### src/rtl/arm_shift_pkg.sv
// Shared definitions for the ARM operand-2 shifter: operation encoding and
// default shift-amount width.
package arm_shift_pkg;

    typedef enum logic [2:0] {
        SH_LSL = 3'd0,
        SH_LSR = 3'd1,
        SH_ASR = 3'd2,
        SH_ROR = 3'd3,
        SH_RRX = 3'd4
    } shift_op_t;

    localparam int AMT_W_DEFAULT = 8;

endpackage

### src/rtl/shift_rot_core.sv
// Combinational right-rotate of WIDTH bits by an SHW-bit amount, built as a
// log-depth mux tree (one stage per amount bit).
module shift_rot_core #(
    parameter  int WIDTH = 32,
    localparam int SHW   = $clog2(WIDTH)
) (
    input  logic [WIDTH-1:0] i_data,
    input  logic [SHW-1:0]   i_amt,
    output logic [WIDTH-1:0] o_data
);

    logic [WIDTH-1:0] w_stage [SHW+1];

    assign w_stage[0] = i_data;

    for (genvar gi = 0; gi < SHW; gi++) begin : g_stage
        localparam int SH = 1 << gi;
        assign w_stage[gi+1] = i_amt[gi]
            ? {w_stage[gi][SH-1:0], w_stage[gi][WIDTH-1:SH]}
            : w_stage[gi];
    end

    assign o_data = w_stage[SHW];

endmodule

### src/rtl/arm_shift_unit_pipe.sv
// Two-stage ARM operand-2 shifter (LSL/LSR/ASR/ROR/RRX with carry-out) with
// valid/ready handshakes; S1 registers operands, S2 registers result/carry.
module arm_shift_unit_pipe
    import arm_shift_pkg::*;
#(
    parameter  int WIDTH = 32,
    localparam int SHW   = $clog2(WIDTH),
    parameter  int AMT_W = AMT_W_DEFAULT
) (
    input  logic             clk,
    input  logic             rst_n,
    input  logic             in_valid,
    output logic             in_ready,
    input  logic [WIDTH-1:0] in_data,
    input  logic [AMT_W-1:0] in_amt,
    input  logic [2:0]       in_op,
    input  logic             in_cin,
    output logic             out_valid,
    input  logic             out_ready,
    output logic [WIDTH-1:0] out_data,
    output logic             out_cout
);

    logic             r_s1_valid;
    logic [WIDTH-1:0] r_s1_data;
    logic [AMT_W-1:0] r_s1_amt;
    logic [2:0]       r_s1_op;
    logic             r_s1_cin;

    logic             r_s2_valid;
    logic [WIDTH-1:0] r_s2_data;
    logic             r_s2_cout;

    logic             w_adv1;
    logic             w_adv2;

    assign w_adv2   = !r_s2_valid || out_ready;
    assign w_adv1   = !r_s1_valid || w_adv2;
    assign in_ready = w_adv1;

    // ---------------- S1: operand capture ----------------
    always_ff @(posedge clk or negedge rst_n) begin
        if (!rst_n) begin
            r_s1_valid <= 1'b0;
            r_s1_data  <= '0;
            r_s1_amt   <= '0;
            r_s1_op    <= '0;
            r_s1_cin   <= 1'b0;
        end else if (w_adv1) begin
            r_s1_valid <= in_valid;
            if (in_valid) begin
                r_s1_data <= in_data;
                r_s1_amt  <= in_amt;
                r_s1_op   <= in_op;
                r_s1_cin  <= in_cin;
            end
        end
    end

    // ---------------- Shift compute between S1 and S2 ----------------
    logic [SHW-1:0]   w_r;
    logic [SHW-1:0]   w_neg_r;
    logic [SHW-1:0]   w_rm1;
    logic [SHW-1:0]   w_rot_amt;
    logic             w_a_zero;
    logic             w_a_ge_w;
    logic             w_a_eq_w;
    logic             w_sign;
    logic [WIDTH-1:0] w_ones;
    logic [WIDTH-1:0] w_mask_l;
    logic [WIDTH-1:0] w_mask_r;
    logic [WIDTH-1:0] w_rot;
    logic [WIDTH-1:0] w_res;
    logic             w_cout;

    assign w_r       = r_s1_amt[SHW-1:0];
    assign w_neg_r   = ~w_r + SHW'(1);
    assign w_rm1     = w_r - SHW'(1);
    assign w_a_zero  = (r_s1_amt == '0);
    // a >= WIDTH exactly when any bit above the rotate field is set
    assign w_a_ge_w  = |r_s1_amt[AMT_W-1:SHW];
    assign w_a_eq_w  = (r_s1_amt == AMT_W'(WIDTH));
    assign w_sign    = r_s1_data[WIDTH-1];
    assign w_ones    = '1;
    assign w_mask_l  = w_ones << w_r;
    assign w_mask_r  = w_ones >> w_r;
    // Left shift by r is a right rotate by (WIDTH - r) mod WIDTH, then masked.
    assign w_rot_amt = (r_s1_op == SH_LSL) ? w_neg_r : w_r;

    shift_rot_core #(
        .WIDTH (WIDTH)
    ) u_rot (
        .i_data (r_s1_data),
        .i_amt  (w_rot_amt),
        .o_data (w_rot)
    );

    always_comb begin
        w_res  = r_s1_data;
        w_cout = r_s1_cin;
        case (r_s1_op)
            SH_LSL: begin
                if (w_a_ge_w) begin
                    w_res  = '0;
                    w_cout = w_a_eq_w ? r_s1_data[0] : 1'b0;
                end else if (!w_a_zero) begin
                    w_res  = w_rot & w_mask_l;
                    w_cout = r_s1_data[w_neg_r];
                end
            end
            SH_LSR: begin
                if (w_a_ge_w) begin
                    w_res  = '0;
                    w_cout = w_a_eq_w ? w_sign : 1'b0;
                end else if (!w_a_zero) begin
                    w_res  = w_rot & w_mask_r;
                    w_cout = r_s1_data[w_rm1];
                end
            end
            SH_ASR: begin
                if (w_a_ge_w) begin
                    w_res  = {WIDTH{w_sign}};
                    w_cout = w_sign;
                end else if (!w_a_zero) begin
                    w_res  = (w_rot & w_mask_r) | ({WIDTH{w_sign}} & ~w_mask_r);
                    w_cout = r_s1_data[w_rm1];
                end
            end
            SH_ROR: begin
                if (!w_a_zero) begin
                    w_res  = w_rot;
                    w_cout = w_rot[WIDTH-1];
                end
            end
            SH_RRX: begin
                w_res  = {r_s1_cin, r_s1_data[WIDTH-1:1]};
                w_cout = r_s1_data[0];
            end
            default: begin
                w_res  = r_s1_data;
                w_cout = r_s1_cin;
            end
        endcase
    end

    // ---------------- S2: result register ----------------
    always_ff @(posedge clk or negedge rst_n) begin
        if (!rst_n) begin
            r_s2_valid <= 1'b0;
            r_s2_data  <= '0;
            r_s2_cout  <= 1'b0;
        end else if (w_adv2) begin
            r_s2_valid <= r_s1_valid;
            if (r_s1_valid) begin
                r_s2_data <= w_res;
                r_s2_cout <= w_cout;
            end
        end
    end

    assign out_valid = r_s2_valid;
    assign out_data  = r_s2_data;
    assign out_cout  = r_s2_cout;

endmodule
### config.mk
export PLATFORM = sky130hd
export DESIGN_NAME = arm_shift_unit_pipe
export DESIGN_NICKNAME = d
export VERILOG_FILES = /design/src/rtl/arm_shift_pkg.sv /design/src/rtl/shift_rot_core.sv /design/src/rtl/arm_shift_unit_pipe.sv
export SDC_FILE = /design/constraint.sdc
export NUM_CORES = 1
export LEC_CHECK = 0
export BUFFER_PORTS_ARGS = -buffer_cell sky130_fd_sc_hd__buf_2
export CAP_MARGIN = 10
export CORE_MARGIN = 5
export CORE_UTILIZATION = 35
export DETAILED_ROUTE_END_ITERATION = 10
export PLACE_DENSITY = 0.57
export SYNTH_ARGS = -nofsm -noshare
export SYNTH_HDL_FRONTEND = slang
export SYNTH_SLANG_ARGS = --single-unit
### constraint.sdc
create_clock -name clk -period 9.65 [get_ports clk]
set_clock_uncertainty 0.2 [all_clocks]
set_input_delay 0.4825 -clock clk [delete_from_list [all_inputs] [get_ports clk]]
set_output_delay 0.4825 -clock clk [all_outputs]
set_load 0.1 [all_outputs]
==> impl_results.md, run 1 <==
* Post-Syn Instances at 1,012
* Setup tns final at 0 ns
* Fin nets at 1,049
* Area Overhead vs Synth at 8.01%
* PD cells at 266 nW/um^2
* Iter 0 DRT Violations at 1,215
* Met3 usage at 5.80%
* Max incr delay on CP at 1.06 ns
* Placer Congestion at 1.01
* Fin. Hold Viols at 0
* M2 GR Usage at 40.1%
* Largest buffer count on any clock path at 2
* Most frequent CP cell: mux4_2
* ANT nets after route at 0
* Seq. cell area at 1980 um^2
* DIE HEIGHT at 171 um
* Outcome: finished clean
* Post-synth EDFFs at 0
* GRT Max-Usage Layer: met2
* Lkg Pwr at 3.71 nW
* Port Buffer Count at 82
* Max VDD drop at 0.000163 V
* Pre-Repair DR Iteration Count at 7
* # rows at 58
* Synth Warn # at 0
* Critical-path top delay cell: ha_2
* Residual DRC count at 0
* Max-Slew Margin vs Limit at 24.3%
* Synth cell types at 72
* Vias at 9,315
* Kind of critical path: flop to flop
* First-pass GRT wire length at 59.6 mm
* Clk slew on worst S/H paths at 0.07 ns
* Routing usage on met1 at 37.3%
* Setup slack after layout at 4.61 ns
* Multi-input combinational cell area at 6410 um^2
* CTS Buf Count at 9
* Largest net degree at the start of global routing at 61
* Filler instances at 2,638
* Worst Max-Slew Pin Slew at 1.13 ns
* Clock sink count at 79
* Htree depth at 3
* HPWL Detailed at 28.0 mm
* CTS tree: yes
* Antenna Cells at 0
* Startpoint types: flop
* Most frequent cells in the layout: nor2_1 (81), buf_2 (81), dfrtp_1 (78), o21ai_0 (74), mux2_2 (72)
* Register area share after synthesis at 21.9%
* Dpl ws at 4.70 ns
* Die area at 29,100 um^2
* Syn_nets at 1,064
* CP endpoint kind: flop
* Worst Hold Class: primary input to flop
* PostCTS Resize Cnt at 0
* Top cells by area, synth: dfrtp_1 (22%), mux4_2 (16%), mux2_2 (9.0%)
* Root buffer cell: clkbuf_16
* Total Routing Usage GR at 27.0%
* Fraction of layout cells with a size suffix above 1 at 28.2%
* Critical Path Fanout Max at 38
* Vias in the first global route at 8,923
* Initial antenna violation count at 0
* RSZ-0062 raised after global routing: no
* Chip width at 171 um
* Cell area after synthesis at 9020 um^2
* Required time worst endpoint at 9.67 ns
* Post-synth top area share at 21.9%
* Skew-Pair Late Insertion Delay at 0.35 ns
* CP Cell Sequence: inv_1 > ha_1 > ha_2 > mux4_2 > o2bb2ai_1 > mux2i_1 > mux4_2 > nor3_1 > o221ai_1
* Max-cap violations at 0
* Synth Area per Inst at 8.92 um^2
* Synth area leader: dfrtp_1
* Initial Util at 35.7%
* Arrival time at the worst endpoint at 5.06 ns
* Period utilization at 52.2%
* Fmax at 0.198 GHz
* Congestion Overflow GR at 0
* Max-slew violation count at 0
* Seq cells post-synth at 79
* Core footprint at 25,300 um^2
* Ys flop type: dfrtp_1
* Via density at 6.99
* Routed WL at 39.6 mm
* # setup viols final at 0
* Routed length per instance at 29.7 um
* Async SR Flop Fraction at 100%
* Post-route minimum period at 5.04 ns
* # IOs at 83
critical path, delay by kind of cell (launching register included):
family | cells | cell delay, ns
adder cells (fa/ha/maj) | 2 | 1.50
multiplexers | 3 | 1.42
AO/OA/AOI/OAI | 2 | 0.67
flip-flops | 1 | 0.62
buffers and inverters | 1 | 0.32
AND/OR/NAND/NOR | 1 | 0.16
per-layer routing:
| layer | vias up | share of wire [%] |
|---|---|---|
| li1 | 3903 | - |
| met5 | - | 0 |
| met4 | 0 | 6.0 |
| met1 | 4596 | 40 |
| met2 | 687 | 43 |
| met3 | 129 | 11 |
flip-flops by register name (all words and copies together) (netlist names):
register    flops
out_data       32
r_s1_valid      1
r_s1_cin        1
out_valid       1
r_s1_amt        8
r_s1_data      32
out_cout        1
r_s1_op         3
cell families after synthesis:
logic type / share of synthesized area (%)
mux: 31.2
simple gates: 13.9
compound gates: 24.7
xor+xnor: 0.291
fa+ha+maj: 0.555
buf+inv: 7.39
flops: 21.9
power breakdown:
group	leakage (nW)	switching, mW	total (mW)	internal, mW
combinational	2.63	1.11	1.66	0.549
clock	0.152	0.157	0.371	0.215
sequential	0.927	0.156	0.563	0.407
total	3.71	1.42	2.59	1.17
area by class of cell:
cell class | instances | share of cell area (%)
clock buffers | 11 | 2.59
flip-flops and latches | 79 | 20.3
clock inverters | 5 | 0.578
well taps | 330 | 4.24
repair buffers | 102 | 5.80
inverters | 17 | 0.655
multi-input cells | 788 | 65.8
worst paths after layout:
check                                   from            to  slack, ns  depth (start not counted)
worst max-delay path             r_s1_amt[0]   out_data[9]       4.61                          9
worst max register to register   r_s1_amt[0]   out_data[9]       4.61                          9
worst min-delay path                in_valid    r_s1_valid       0.14                          2
max in group asynchronous              rst_n   r_s1_amt[0]       7.71                          3
min in group asynchronous              rst_n   out_data[3]       0.43                          2
worst min register to register  out_data[29]  out_data[29]       0.30                          1
synth_stat cells (14+ instances only):
cell type,instances
a21oi_1,59
o211ai_1,24
o21ai_0,74
mux2_2,72
a31oi_1,15
mux2i_1,54
nor2_1,83
nand2_1,72
dfrtp_1,79
mux4_2,65
o22ai_1,14
inv_1,16
nor3_1,23
o221ai_1,22
buf_2,28
nand3_1,19
clkbuf_1,81
a211oi_1,21
metrics by stage:
step	area, um^2	cells	total power [mW]	hold WS (ns)	util, %
CTS	9750	1332	2.56	0.136	38.6
floorplan	9020	1012	1.75	-0.0131	-
detailed placement	9430	1315	2.18	0.269	37.3
global placement	9430	1315	2.19	0.271	37.3
finish	9750	1332	2.59	0.143	38.6
global route	9750	1332	2.69	0.139	38.6
repair_timing:
| item | CTS | global route |
|---|---|---|
| hold buffers | 1 | 0 |
| setup buffers | 0 | 0 |
| endpoints found under the hold margin | 33 | 0 |
No activity file was read; power rests on OpenSTA's default activity.
==> run 2, diff against run 1 <==
==> constraint.sdc (replaced) <==
create_clock -name clk -period 5.2 [get_ports clk]
set_clock_uncertainty 0.2 [all_clocks]
set_input_delay 0.26 -clock clk [delete_from_list [all_inputs] [get_ports clk]]
set_output_delay 0.26 -clock clk [all_outputs]
set_load 0.1 [all_outputs]
==> run 2 against run 1 <==
Effect of this change: clock power rose by 100%; utilization grew 2.2 points; cell area increased by 5.8%; largest power group unchanged; sequential cell count unchanged; critical path type unchanged; combinational power rose by 90%; clock-buffer cell count unchanged; total power increased by 91%; worst setup slack got worse by 4.1 ns; critical path depth rose by 1; register-to-register slack worse by 4.1 ns; global-route usage fell by 0.14 points; hold slack better by 0.070 ns; highest routed layer unchanged.
==> impl_results.md, run 2 (synthesized netlist as in run 1, its figures left out) <==
* Placed Cells at 1,326 (was 1,315)
* Filler instances at 2,555 (was 2,638)
* Multi-input combinational cell area at 6410 um^2 (unchanged)
* Max-Slew Margin vs Limit at 10.6% (was 24.3%)
* Largest delay share family, worst path: multiplexers (was adder cells)
* Sequential Power Share at 20.7% (was 21.7%)
* First-pass GRT wire length at 59.3 mm (was 59.6 mm)
* Max VDD drop at 0.000374 V (was 0.000163 V)
* Htree depth at 3 (unchanged)
* # rows at 58 (unchanged)
* Clk slew on worst S/H paths at 0.07 ns (about the same)
* CTS tree: yes (unchanged)
* CP endpoint kind: flop (unchanged)
* Pre-Repair DR Iteration Count at 6 (was 7)
* Vias in the first global route at 9,031 (was 8,923)
* Port Buffer Count at 82 (unchanged)
* Pwr Total at 4.94 mW (was 2.59 mW)
* Skew-Pair Late Insertion Delay at 0.37 ns (was 0.35 ns)
* Initial Util at 35.7% (unchanged)
* Fin. Hold Viols at 0 (unchanged)
* Clock share of power at 15.3% (was 14.3%)
* Non-Filler Instances at 1,389 (was 1,332)
* P_int at 2.26 mW (was 1.17 mW)
* CTS Buf Count at 9 (unchanged)
* Residual DRC count at 0 (unchanged)
* CP Launch Point: r_s1_amt[1] (was r_s1_amt[0])
* HPWL Detailed at 28.3 mm (was 28.0 mm)
* Routing usage on met1 at 38.3% (was 37.3%)
* Congestion Overflow GR at 0 (unchanged)
* P_sw at 2.68 mW (was 1.42 mW)
* Startpoint types: flop (unchanged)
* Max-slew violation count at 0 (unchanged)
* Clock sink count at 79 (unchanged)
* Routed WL at 39.5 mm (was 39.6 mm)
* Seq. cell area at 1980 um^2 (unchanged)
* Required time worst endpoint at 5.23 ns (was 9.67 ns)
* Outcome: finished clean (unchanged)
* Fin nets at 1,106 (was 1,049)
* M2 GR Usage at 40.4% (was 40.1%)
* Core footprint at 25,300 um^2 (unchanged)
* Placer Congestion at 0.991 (was 1.01)
* PD cells at 479 nW/um^2 (was 266 nW/um^2)
* Largest net degree at the start of global routing at 51 (was 61)
* Routed length per instance at 28.4 um (was 29.7 um)
* Via density at 6.85 (was 6.99)
* Iter 0 DRT Violations at 1,517 (was 1,215)
* Largest buffer count on any clock path at 2 (unchanged)
* Crit Reg-Reg Startpoint: r_s1_amt[1] (was r_s1_amt[0])
* Met3 usage at 5.13% (was 5.80%)
* Setup tns final at 0 ns (unchanged)
* CP Cell Sequence: inv_1 > ha_1 > ha_2 > buf_4 > mux4_2 > mux2i_1 > mux2i_1 > mux4_2 > nor3_1 > o221ai_1 (was inv_1 > ha_1 > ha_2 > mux4_2 > o2bb2ai_1 > mux2i_1 > mux4_2 > nor3_1 > o221ai_1)
* Total Routing Usage GR at 26.9% (was 27.0%)
* Sw Share at 54.2% (was 54.8%)
* Root buffer cell: clkbuf_16 (unchanged)
* Fmax at 0.213 GHz (was 0.198 GHz)
* Antenna Cells at 0 (unchanged)
* Worst Max-Slew Pin Slew at 1.34 ns (was 1.13 ns)
* Period utilization at 90.3% (was 52.2%)
* # IOs at 83 (unchanged)
* Crit path buffers/inverters at 2 (was 1)
* Vias at 9,515 (was 9,315)
* Arrival time at the worst endpoint at 4.73 ns (was 5.06 ns)
* Die area at 29,100 um^2 (unchanged)
* Most frequent cells in the layout: nor2_1 (81), buf_2 (81), dfrtp_1 (78), o21ai_0 (74), mux2_2 (72) (unchanged)
* # setup viols final at 0 (unchanged)
* GRT Max-Usage Layer: met2 (unchanged)
* Worst Hold Class: primary input to async pin (was primary input to flop)
* Power share of the combinational group at 64.0% (about the same)
* Fraction of layout cells with a size suffix above 1 at 27.8% (was 28.2%)
* Max-cap violations at 0 (unchanged)
* Chip width at 171 um (unchanged)
* Area Overhead vs Synth at 14.3% (was 8.01%)
* Critical Path Fanout Max at 15 (was 38)
* Critical-path top delay cell: dfrtp_1 (was ha_2)
* Kind of critical path: flop to flop (unchanged)
* RSZ-0062 raised after global routing: no (unchanged)
* Initial antenna violation count at 0 (unchanged)
* DIE HEIGHT at 171 um (unchanged)
* ANT nets after route at 0 (unchanged)
* Max incr delay on CP at 0.78 ns (was 1.06 ns)
* Lkg Pwr at 3.97 nW (was 3.71 nW)
* Post-route minimum period at 4.69 ns (was 5.04 ns)
-- run 2: routing by layer --
layer	vias to the layer above	wire length, um
met4	0	1830
li1	4014	-
met1	4637	15900
met2	751	17000
met3	113	4750
met5	-	0
-- run 2: path summary, 6_finish.rpt --
path,end,slack (ns),cells past startpoint
worst max-delay path,out_data[9],0.51,10
worst min-delay path,out_data[2],0.21,2
worst max register to register,out_data[9],0.51,10
worst min register to register,out_data[5],0.31,2
max in group asynchronous,r_s1_amt[0],3.53,3
min in group clk,out_data[5],0.31,2
-- run 2: metrics by stage --
stage          cell area [um^2]  worst slack [ns]  utilization [%]  hold slack, ns
4_1_cts                   10300             0.631             40.8           0.229
3_5_place_dp               9510             0.660             37.7          0.0734
2_1_floorplan              9020              1.29                -          -0.236
3_3_place_gp               9510             0.596             37.7          0.0711
5_1_grt                   10300             0.313             40.8           0.277
6_report                  10300             0.506             40.8           0.212
-- run 2: timing repair --
| item | CTS | global route |
|---|---|---|
| hold buffers | 47 | 0 |
| resized for setup | 0 | 0 |
| endpoints found under the hold margin | 82 | 0 |
| buffers inserted | 0 | 0 |
-- run 2: final cells by class --
class / instances / area share (%)
clock buffer: 11 / 2.45
clock inverter: 5 / 0.764
inverter: 17 / 0.619
multi-input combinational: 788 / 62.2
sequential: 79 / 19.2
tap: 330 / 4.00
timing repair buffer: 159 / 10.7
-- run 2: power groups by stage --
stage	clock network [mW]	registers, mW	logic [mW]
after floorplan	0	1.52	1.73
after global placement	0	1.02	3.05
after detailed placement	0	1.02	3.05
after CTS	0.766	1.01	3.09
after global routing	0.789	1.03	3.30
final	0.757	1.02	3.16
==> run 3, diff against run 2 <==
--- a/config.mk
+++ b/config.mk
@@ -10,7 +10,9 @@
 export CORE_MARGIN = 5
 export CORE_UTILIZATION = 35
 export DETAILED_ROUTE_END_ITERATION = 10
+export GPL_TIMING_DRIVEN = 0
 export PLACE_DENSITY = 0.57
+export SETUP_SLACK_MARGIN = 0.15
 export SYNTH_ARGS = -nofsm -noshare
 export SYNTH_HDL_FRONTEND = slang
 export SYNTH_SLANG_ARGS = --single-unit
==> run 3 against run 2 <==
Effect of this change: non-clock buffer count rose by 100; worst setup slack got worse by 0.091 ns; sequential power fell by 14%; via count rose by 8.2%; cell area rose by 3.6%; global-route usage rose by 4.5 points; routed wire length rose by 18%; die area did not move; total power rose by 3.0%; clock power fell by 11%; fmax fell by 1.9%.
==> impl_results.md, run 3 (synthesized netlist as in run 1, its figures left out) <==
* Sw Share at 55.9% (was 54.2%)
* # rows at 58 (unchanged)
* Clock share of power at 13.3% (was 15.3%)
* Clock sink count at 79 (unchanged)
* P_int at 2.24 mW (was 2.26 mW)
* Area Overhead vs Synth at 18.4% (was 14.3%)
* Worst hold margin at 0.0142 ns (was 0.212 ns)
* Outcome: finished clean (unchanged)
* Antenna Cells at 0 (unchanged)
* Power share of the combinational group at 69.5% (was 64.0%)
* Die area at 29,100 um^2 (unchanged)
* Min-delay src: out_ready
* Filler instances at 2,600 (was 2,555)
* Max-slew violation count at 0 (unchanged)
* Routed length per instance at 31.4 um (was 28.4 um)
* Critical-path top delay cell: mux4_2 (was dfrtp_1)
* Max incr delay on CP at 0.49 ns (was 0.78 ns)
* Lkg Pwr at 4.12 nW (was 3.97 nW)
* Max VDD drop at 0.000359 V (was 0.000374 V)
* Worst reg2reg setup slack at 0.42 ns (was 0.51 ns)
* Port Buffer Count at 82 (unchanged)
* P_sw at 2.84 mW (was 2.68 mW)
* Worst Max-Slew Pin Slew at 1.07 ns (was 1.34 ns)
* Worst Hold Class: primary input to flop (was primary input to async pin)
* Sequential Power Share at 17.2% (was 20.7%)
* Htree depth at 3 (unchanged)
* CP Cell Sequence: buf_4 > buf_6 > inv_1 > buf_2 > ha_2 > ha_1 > clkbuf_4 > buf_4 > buf_4 > mux2i_1 > mux2i_1 > o211ai_1 > buf_4 > mux4_2 > nor2_1 > o221ai_1 > a21oi_1 (was inv_1 > ha_1 > ha_2 > buf_4 > mux4_2 > mux2i_1 > mux2i_1 > mux4_2 > nor3_1 > o221ai_1)
* Vias in the first global route at 9,711 (was 9,031)
* Fmax at 0.209 GHz (was 0.213 GHz)
* CP Capture Point: out_data[19] (was out_data[9])
* Post-route minimum period at 4.78 ns (was 4.69 ns)
* Congestion Overflow GR at 0 (unchanged)
* CP Launch Point: r_s1_amt[0] (was r_s1_amt[1])
* CTS tree: yes (unchanged)
* Iter 0 DRT Violations at 1,890 (was 1,517)
* Reg2reg path depth at 17 (was 10)
* Placer Congestion at 1.03 (was 0.991)
* Critical Path Fanout Max at 10 (was 15)
* # setup viols final at 0 (unchanged)
* Most common library cell in the layout ignoring fill and taps: buf_2
* Fin. Hold Viols at 0 (unchanged)
* ANT nets after route at 0 (unchanged)
* Required time worst endpoint at 5.28 ns (was 5.23 ns)
* Worst R2R End: out_data[19] (was out_data[9])
* Clk slew on worst S/H paths at 0.06 ns (was 0.07 ns)
* Vias at 10.3k (was 9,515)
* Skew-Pair Late Insertion Delay at 0.37 ns (about the same)
* DIE HEIGHT at 171 um (unchanged)
* Chip width at 171 um (unchanged)
* Kind of critical path: flop to flop (unchanged)
* Max-Slew Margin vs Limit at 28.3% (was 10.6%)
* Most frequent CP cell: buf_4
* HPWL Detailed at 35.3 mm (was 28.3 mm)
* Via density at 6.92 (was 6.85)
* Startpoint types: flop (unchanged)
* Fin nets at 1,206 (was 1,106)
* Routed WL at 46.8 mm (was 39.5 mm)
* PD cells at 476 nW/um^2 (was 479 nW/um^2)
* Largest net degree at the start of global routing at 47 (was 51)
* Fraction of layout cells with a size suffix above 1 at 26.3% (was 27.8%)
* RSZ-0062 raised after global routing: no (unchanged)
* # IOs at 83 (unchanged)
* Initial Util at 35.7% (unchanged)
* Largest buffer count on any clock path at 2 (unchanged)
* Total Routing Usage GR at 31.4% (was 26.9%)
* Period utilization at 92.0% (was 90.3%)
* Residual DRC count at 0 (unchanged)
* Post-layout util at 42.3% (was 40.8%)
* First-pass GRT wire length at 67.2 mm (was 59.3 mm)
* Root buffer cell: clkbuf_16 (unchanged)
* CTS Buf Count at 9 (unchanged)
* Arrival time at the worst endpoint at 4.86 ns (was 4.73 ns)
* Max-cap violations at 0 (unchanged)
* Pre-Repair DR Iteration Count at 5 (was 6)
* Initial antenna violation count at 0 (unchanged)
* Most frequent cells in the layout: buf_2 (108), nor2_1 (83), clkbuf_1 (82), dfrtp_1 (79), o21ai_0 (74) (was nor2_1 (81), buf_2 (81), dfrtp_1 (78), o21ai_0 (74), mux2_2 (72))
* Core footprint at 25,300 um^2 (unchanged)
* Crit Reg-Reg Startpoint: r_s1_amt[0] (was r_s1_amt[1])
* CP endpoint kind: flop (unchanged)
## run 3: cell count changes in the layout (fill, tap and decap cells not counted), sizes merged
cell	previous run	this run
buf	112	131
clkinvlp	0	1
dlygate4sd3	47	46
clkbuf	11	93
bufinv	2	1
inv	18	17
## run 3: worst min-delay path by stage
stage	to	slack, ns	cells after the start
floorplan	out_cout	-0.24	0
global placement	r_s1_valid	0.26	2
detailed placement	out_data[3]	0.06	1
CTS	out_valid	0.02	3
global route	out_valid	0.04	3
finish	r_s1_valid	0.01	3
## run 3: final cells by class
class	instances	area, um^2	area share, %
plain buffers	127	609	5.70
repair buffers	132	921	8.62
multi-input cells	788	6420	60.1
well taps	330	413	3.87
clock buffers	11	233	2.18
clock inverters	4	47.5	0.445
inverters	17	63.8	0.597
flip-flops and latches	79	1980	18.5
## run 3: worst max-delay path: cells and delay by family, from the launching register on
family,cells,cell delay [ns]
buffers and inverters,8,1.79
AND/OR/NAND/NOR,1,0.27
adder cells (fa/ha/maj),2,0.64
flip-flops,1,0.35
multiplexers,3,0.87
AO/OA/AOI/OAI,3,0.56
## run 3: timing repair
action	in CTS	in global routing
pin swaps	1	2
endpoints found under the setup margin	13	23
gates resized for setup	4	7
setup buffers	1	1
gates cloned	0	0
hold endpoints to repair	78	0
hold buffers	46	0
## run 3: power by group through the flow
stage / Combinational [mW] / Clock (mW) / Sequential (mW)
after CTS: 3.40 / 0.677 / 0.874
final: 3.53 / 0.676 / 0.877
after global placement: 3.36 / 0 / 0.879
after global routing: 3.63 / 0.701 / 0.891
after floorplan: 1.73 / 0 / 1.52
after detailed placement: 3.35 / 0 / 0.884
## run 3: metrics by stage
step / setup TNS (ns) / cell area, um^2 / power (mW) / worst slack (ns) / instances
detailed placement: -0.206 / 9880 / 4.24 / -0.158 / 1426
global route: 0 / 10700 / 5.22 / 0.249 / 1488
floorplan: 0 / 9020 / 3.25 / 1.29 / 1012
CTS: 0 / 10600 / 4.95 / 0.122 / 1487
finish: 0 / 10700 / 5.09 / 0.415 / 1488
global placement: -0.142 / 9850 / 4.24 / -0.142 / 1424
## run 3: routing by layer
layer / vias up / wire [um] / track usage, %
met5: - / 0 / 0
met4: 0 / 2080 / 12.0
li1: 4215 / - / -
met2: 871 / 19800 / 46.0
met3: 154 / 6110 / 8.27
met1: 5051 / 18800 / 44.6
